`src/rtl/vec_cla_pkg.sv`:
```
// Shared types and helpers for the vector carry-lookahead adder.
//   sew_e         : element width selector (8/16/32/64 bits)
//   op_e          : add or subtract (a-b)
//   elem_msb_byte : per-byte boundary mask, true on the most significant byte
//                   of each element
package vec_cla_pkg;

  typedef enum logic [1:0] {
    SEW_8  = 2'd0,
    SEW_16 = 2'd1,
    SEW_32 = 2'd2,
    SEW_64 = 2'd3
  } sew_e;

  typedef enum logic {
    OP_ADD = 1'b0,
    OP_SUB = 1'b1
  } op_e;

  // Elements are 2^sew bytes long, so byte_idx closes an element when
  // (byte_idx + 1) is a multiple of that byte count.
  function automatic logic elem_msb_byte(sew_e sew, int unsigned byte_idx);
    int unsigned bytes_per_elem;
    bytes_per_elem = 32'd1 << sew;
    return ((byte_idx + 32'd1) % bytes_per_elem) == 32'd0;
  endfunction

endpackage

```
`src/rtl/vec_cla_add_pipe_cla_group.sv`:
```
// One carry-lookahead group of BLOCK bits.
//   a, b    : group operand slices (b already inverted for subtract)
//   g, p    : bitwise generate / propagate
//   grp_g   : group generate (carry out of the group with carry-in 0)
//   grp_p   : group propagate (carry-in passes straight through)
module cla_group #(
  parameter int BLOCK = 4
) (
  input  logic [BLOCK-1:0] a,
  input  logic [BLOCK-1:0] b,
  output logic [BLOCK-1:0] g,
  output logic [BLOCK-1:0] p,
  output logic             grp_g,
  output logic             grp_p
);

  function automatic logic [1:0] reduce_gp(logic [BLOCK-1:0] gi, logic [BLOCK-1:0] pi);
    logic gg;
    logic pp;
    gg = 1'b0;
    pp = 1'b1;
    for (int i = 0; i < BLOCK; i++) begin
      gg = gi[i] | (pi[i] & gg);
      pp = pp & pi[i];
    end
    return {gg, pp};
  endfunction

  assign g = a & b;
  assign p = a ^ b;
  assign {grp_g, grp_p} = reduce_gp(g, p);

endmodule

```
`src/rtl/vec_cla_add_pipe.sv`:
```
// Two-stage pipelined SIMD adder/subtractor built from carry-lookahead groups.
// Carries are cut at every element boundary selected by sew_i.
// Optional feature: define VEC_CLA_SAT_EN to enable unsigned saturation
// under sat_i; otherwise sat_i is ignored and results wrap.
// Ports:
//   clk_i, rst_i               : clock, synchronous active-high reset
//   in_valid_i / in_ready_o    : operand beat handshake
//   a_i, b_i                   : WIDTH-bit operands
//   sew_i, op_i, sat_i         : element width, add/sub, saturate request
//   out_valid_o / out_ready_i  : result handshake
//   sum_o                      : per-element result
//   cout_o                     : per-byte carry flags, set only on element MSB bytes
module vec_cla_add_pipe
  import vec_cla_pkg::*;
#(
  parameter int WIDTH = 64,
  parameter int BLOCK = 4
) (
  input  logic               clk_i,
  input  logic               rst_i,
  input  logic               in_valid_i,
  output logic               in_ready_o,
  input  logic [WIDTH-1:0]   a_i,
  input  logic [WIDTH-1:0]   b_i,
  input  logic [1:0]         sew_i,
  input  logic               op_i,
  input  logic               sat_i,
  output logic               out_valid_o,
  input  logic               out_ready_i,
  output logic [WIDTH-1:0]   sum_o,
  output logic [WIDTH/8-1:0] cout_o
);

  localparam int NG = WIDTH / BLOCK;
  localparam int NB = WIDTH / 8;

  logic advance;
  assign advance    = !out_valid_o || out_ready_i;
  assign in_ready_o = advance;

  // Subtract is a + ~b + 1; the +1 enters as the element carry-in in stage 2.
  logic [WIDTH-1:0] b_eff_p0;
  logic [WIDTH-1:0] g_p0, p_p0;
  logic [NG-1:0]    gg_p0, gp_p0;

  assign b_eff_p0 = op_i ? ~b_i : b_i;

  for (genvar gi = 0; gi < NG; gi++) begin : g_grp
    cla_group #(.BLOCK(BLOCK)) u_grp (
      .a     (a_i[gi*BLOCK +: BLOCK]),
      .b     (b_eff_p0[gi*BLOCK +: BLOCK]),
      .g     (g_p0[gi*BLOCK +: BLOCK]),
      .p     (p_p0[gi*BLOCK +: BLOCK]),
      .grp_g (gg_p0[gi]),
      .grp_p (gp_p0[gi])
    );
  end

  // ---- stage 1: bitwise and group G/P registers ----
  logic             vld_p1;
  logic [WIDTH-1:0] g_p1, p_p1;
  logic [NG-1:0]    gg_p1, gp_p1;
  sew_e             sew_p1;
  op_e              op_p1;

  always_ff @(posedge clk_i) begin
    if (rst_i)        vld_p1 <= 1'b0;
    else if (advance) vld_p1 <= in_valid_i;
  end

  always_ff @(posedge clk_i) begin
    if (advance && in_valid_i) begin
      g_p1   <= g_p0;
      p_p1   <= p_p0;
      gg_p1  <= gg_p0;
      gp_p1  <= gp_p0;
      sew_p1 <= sew_e'(sew_i);
      op_p1  <= op_e'(op_i);
    end
  end

`ifdef VEC_CLA_SAT_EN
  logic sat_p1;
  always_ff @(posedge clk_i) begin
    if (advance && in_valid_i) sat_p1 <= sat_i;
  end
`else
  logic unused_sat;
  assign unused_sat = sat_i;
`endif

  // Group carries ripple through G'/P'; a group that opens an element
  // takes the element carry-in instead of the previous group's carry-out.
  function automatic logic [WIDTH-1:0] carry_vec(
    logic [WIDTH-1:0] g, logic [WIDTH-1:0] p,
    logic [NG-1:0] gg, logic [NG-1:0] gp,
    logic [NB-1:0] msb, logic cin
  );
    logic [WIDTH-1:0] c;
    logic             grp_co;
    int               start;
    c      = '0;
    grp_co = 1'b0;
    for (int j = 0; j < NG; j++) begin
      start = j * BLOCK;
      if (j == 0 || ((start % 8) == 0 && msb[(start - 1) / 8])) c[start] = cin;
      else                                                    c[start] = grp_co;
      for (int t = 1; t < BLOCK; t++)
        c[start+t] = g[start+t-1] | (p[start+t-1] & c[start+t-1]);
      grp_co = gg[j] | (gp[j] & c[start]);
    end
    return c;
  endfunction

`ifdef VEC_CLA_SAT_EN
  // Walk bytes from the top so each byte sees its own element's carry-out.
  function automatic logic [WIDTH-1:0] saturate(
    logic [WIDTH-1:0] sum, logic [NB-1:0] msb, logic [NB-1:0] co_byte,
    op_e op, logic sat
  );
    logic [WIDTH-1:0] r;
    logic             ec;
    r  = sum;
    ec = 1'b0;
    for (int k = NB - 1; k >= 0; k--) begin
      if (msb[k]) ec = co_byte[k];
      if (sat) begin
        if (op == OP_ADD && ec)       r[8*k +: 8] = 8'hFF;
        else if (op == OP_SUB && !ec) r[8*k +: 8] = 8'h00;
      end
    end
    return r;
  endfunction
`endif

  logic [NB-1:0]    msb;
  logic [WIDTH-1:0] carry;
  logic [NG-1:0]    co_grp;
  logic [NB-1:0]    co_byte;
  logic [WIDTH-1:0] sum_next;
  logic [NB-1:0]    cout_next;

  always_comb begin
    msb = '0;
    for (int k = 0; k < NB; k++)
      msb[k] = (k == NB - 1) || elem_msb_byte(sew_p1, unsigned'(k));
  end

  assign carry = carry_vec(g_p1, p_p1, gg_p1, gp_p1, msb, op_p1 == OP_SUB);

  always_comb begin
    co_grp = '0;
    for (int j = 0; j < NG; j++)
      co_grp[j] = gg_p1[j] | (gp_p1[j] & carry[j*BLOCK]);
  end

  // BLOCK divides 8, so every byte top bit closes a group.
  always_comb begin
    co_byte = '0;
    for (int k = 0; k < NB; k++)
      co_byte[k] = co_grp[(8*k + 7) / BLOCK];
  end

  assign cout_next = msb & co_byte;

`ifdef VEC_CLA_SAT_EN
  assign sum_next = saturate(p_p1 ^ carry, msb, co_byte, op_p1, sat_p1);
`else
  assign sum_next = p_p1 ^ carry;
`endif

  // ---- stage 2: result registers ----
  logic             vld_p2;
  logic [WIDTH-1:0] sum_p2;
  logic [NB-1:0]    cout_p2;

  always_ff @(posedge clk_i) begin
    if (rst_i) begin
      vld_p2  <= 1'b0;
      sum_p2  <= '0;
      cout_p2 <= '0;
    end else if (advance) begin
      vld_p2 <= vld_p1;
      if (vld_p1) begin
        sum_p2  <= sum_next;
        cout_p2 <= cout_next;
      end
    end
  end

  assign out_valid_o = vld_p2;
  assign sum_o       = sum_p2;
  assign cout_o      = cout_p2;

endmodule

```
`config.mk`:
```
export PLATFORM = sky130hd
export DESIGN_NAME = vec_cla_add_pipe
export DESIGN_NICKNAME = d
export VERILOG_FILES = /design/src/rtl/vec_cla_pkg.sv /design/src/rtl/vec_cla_add_pipe_cla_group.sv /design/src/rtl/vec_cla_add_pipe.sv
export SDC_FILE = /design/constraint.sdc
export NUM_CORES = 1
export LEC_CHECK = 0
export BUFFER_PORTS_ARGS = -buffer_cell sky130_fd_sc_hd__buf_4
export CAP_MARGIN = 15
export CORE_AREA = 5 5 116 199
export DETAILED_ROUTE_END_ITERATION = 10
export DIE_AREA = 0 0 121 204
export PLACE_DENSITY = 0.78
export SLEW_MARGIN = 10
export SYNTH_ARGS = -nofsm -noshare
export SYNTH_HDL_FRONTEND = slang
export SYNTH_SLANG_ARGS = --single-unit
```
`constraint.sdc`:
```
create_clock -name clk_i -period 9.1 [get_ports clk_i]
set_input_delay 0.455 -clock clk_i [delete_from_list [all_inputs] [get_ports clk_i]]
set_output_delay 0.455 -clock clk_i [all_outputs]
set_load 0.01 [all_outputs]
```
==> flow_summary.yaml <==
outcome:
  status: "finished, final reports clean"
setup_path:
  rrSetupSlack_ps: 1690
  crit_fanout: 19
  cp-start-kind: "register"
  cpPeakStageDelay_ps: 680
  worst-path-buf-inv: 1
  rr_worst_depth: 26
  r2r_end: "sum_o[63]$_SDFFE_PP0P_"
  required_ps: 9510
  path_delay_family: "compound AO/OA/AOI/OAI gates"
  crit_path_frequent_cell: "ha_1"
  critPathCaptureType: "register"
  cp.arrival_ps: 7820
  r2r_start: "sew_p1[0]$_DFFE_PP_"
  critPathKind: "register to register"
  slowest_stage: "ha_1"
detailed_routing:
  via_per_inst: 5.49
  drtPass1Iterations: 4
  drc: 0
  vias: 8410
  drtAntennaViolNets: 0
  dr.first_iter.drc_count: 324
  routed_wl_um: 28100
  routedWlPerCell_um: 18.4
logic_synthesis:
  synth_area_leader_cell: "edfxtp_1"
  syn_area_sq_um: 11500
  synth_top_cells_by_area: "edfxtp_1 39%, ha_1 14%, dfxtp_1 13%"
  synthesis.nets: 1295
  seq_area_frac_synth_pct: 51.4
  synth_warnings: 0
  ys_seq_elements: 221
  synth_cell_type_count: 68
  synth_top_area_share_pct: 38.5
  postSynthCellCount: 1033
  syn-mean-instance-area_sq_um: 11.1
  synthArstFlopShare_pct: 0
  synth_ff_type: "edfxtp_1"
  synth_edf_count: 147
final_layout:
  fin_cells: 1531
  num-nets-final: 1487
  mostFrequentLayoutCells: "212 x buf_4, 154 x nand2_1, 147 x edfxtp_1"
  drive_above_1_share_pct: 23.5
  layout_commonest_cell: "buf_4"
  area_delta_synth_final_pct: 21.2
  insertedDiodeCount: 0
  final_cell_area_sq_um: 13900
cts:
  cts-root-buf: "clkbuf_16"
  clkTransAtPathRegs_ps: 60
  cts_tree: "built"
  cts_setup_buffers: 0
  cts_buffers: 21
  insertion_delay_ps: 490
  holdBufCountCts: 0
  clock_sinks: 221
  ctsResizeCount: 0
  clock_path_buffers: 3
  htreeDepth: 1
sta:
  setup_viol: 0
  finalWorstSetupSlack_ps: 1690
  skew_ps: 9.04
  period_minus_slack_ps: 7410
  timing.fmax_ghz: 0.135
  finalHoldViolations: 0
  relSlewSlack_pct: 23.1
  tightest_slew_ps: 1150
  maxSlewViolCount: 0
  rsz0062_at_grt: "false"
  finalSetupTns_ps: 0
  finalCritPeriodShare_pct: 81.4
power_and_ir_drop:
  powerDensity_nw_per_um2: 185
  power_mw: 2.57
  max-vdd-ir-drop_mv: 0.139
  p_leak_nw: 5.82
global_route:
  grt_pass1_vias: 8956
  grt_overflow: 0
  track_usage_pct: 22.6
  grt_pass1_wl_um: 44100
  antenna_found_initial: 0
  grt_max_degree: 83
floorplanning:
  start_util_pct: 53.5
  die_y_um: 204
  coreArea_sq_um: 21400
  die_w_um: 121
  placementRows: 71
  dieArea_sq_um: 24700
  io_pins: 210
place:
  dp_hpwl_um: 20300
  dp.cells: 1494
  post-place-ws_ps: 1700
  place_area_sq_um: 13300
  port_buffers: 208
  routabilityCongestion: 0.929
hold_path:
  whs_path_depth: 1
  hold_path.startpoint: "sew_i[0]"
  hp-class: "input pin to register"
  whs_endpoint: "sew_p1[0]$_DFFE_PP_"
run:
  cap_violations: 0
stage by stage:
stage	hold slack [ps]	util, %
6_report	147	64.9
3_3_place_gp	439	61.9
2_1_floorplan	455	-
5_1_grt	123	64.9
3_5_place_dp	446	61.9
4_1_cts	129	64.9
synthesized netlist by cell type, drive strengths merged (3+ instances only):
cell type / instances
a2111oi: 4
a211oi: 4
a21o: 12
a21oi: 103
and2: 8
and4: 16
buf: 16
clkbuf: 27
dfxtp: 74
edfxtp: 147
ha: 126
inv: 12
nand2: 155
nand2b: 21
nand3: 5
nor2: 43
nor2b: 21
nor3: 7
nor3b: 5
nor4: 3
o211ai: 6
o21a: 9
o21ai: 36
o21bai: 3
o221ai: 3
o31a: 5
or2: 37
or3: 4
xnor2: 16
xor2: 64
registers in the layout, summed over array words and instances, names as in the netlist:
name	flops
op_p1	1
vld_p1	1
cout_o	8
sew_p1	2
out_valid_o	1
p_p1	64
sum_o	64
gp_p1	16
gg_p1	16
g_p1	48
worst max path at each step:
stage	start	end	slack [ps]	cells after the start
after floorplan	sew_p1[0]$_DFFE_PP_	sum_o[63]$_SDFFE_PP0P_	3140	28
after global placement	sew_p1[0]$_DFFE_PP_	sum_o[63]$_SDFFE_PP0P_	1800	26
after detailed placement	sew_p1[0]$_DFFE_PP_	sum_o[63]$_SDFFE_PP0P_	1700	26
after CTS	sew_p1[0]$_DFFE_PP_	sum_o[63]$_SDFFE_PP0P_	1650	26
after global routing	sew_p1[0]$_DFFE_PP_	sum_o[63]$_SDFFE_PP0P_	1210	26
final	sew_p1[0]$_DFFE_PP_	sum_o[63]$_SDFFE_PP0P_	1690	26
logic make-up after synthesis:
logic type	after synthesis	share of synthesized area (%)
flops	221	51.4
mux	4	0.371
buf+inv	55	1.92
fa+ha+maj	126	13.8
xor+xnor	80	6.11
compound gates	214	12.2
simple gates	333	14.2
routing by layer:
layer	vias up	global-route usage, %	routed length (um)
met4	0	9.97	1280
li1	4094	-	-
met5	-	0	0
met2	221	44.1	15700
met1	4027	23.4	9910
met3	68	3.18	1260
area by class of cell:
| class | instances | area [sq um] |
|---|---|---|
| timing repair buffer | 212 | 1590 |
| clock inverter | 6 | 28.8 |
| sequential | 221 | 5900 |
| multi-input combinational | 757 | 5360 |
| fill | 1728 | 7520 |
| clock buffer | 31 | 603 |
| tap | 292 | 365 |
| inverter | 12 | 45.0 |
worst register-to-register path, delay by kind of cell, from the launching register on:
| kind | cells | cell delay [ps] |
|---|---|---|
| DFF | 1 | 440 |
| adders and majority gates | 5 | 1640 |
| buffers and inverters | 1 | 330 |
| and+or+nand+nor | 8 | 1910 |
| muxes | 1 | 200 |
| xor gates and xnor gates | 1 | 130 |
| AOI/OAI and AO/OA | 10 | 2660 |
where the power goes:
part           leakage, nW  internal (mW)  switching [mW]
combinational         3.45          0.240           0.293
sequential            2.06           1.18          0.0349
clock                0.307          0.458           0.362
total                 5.82           1.88           0.690
(Power assumes the default switching activity.)
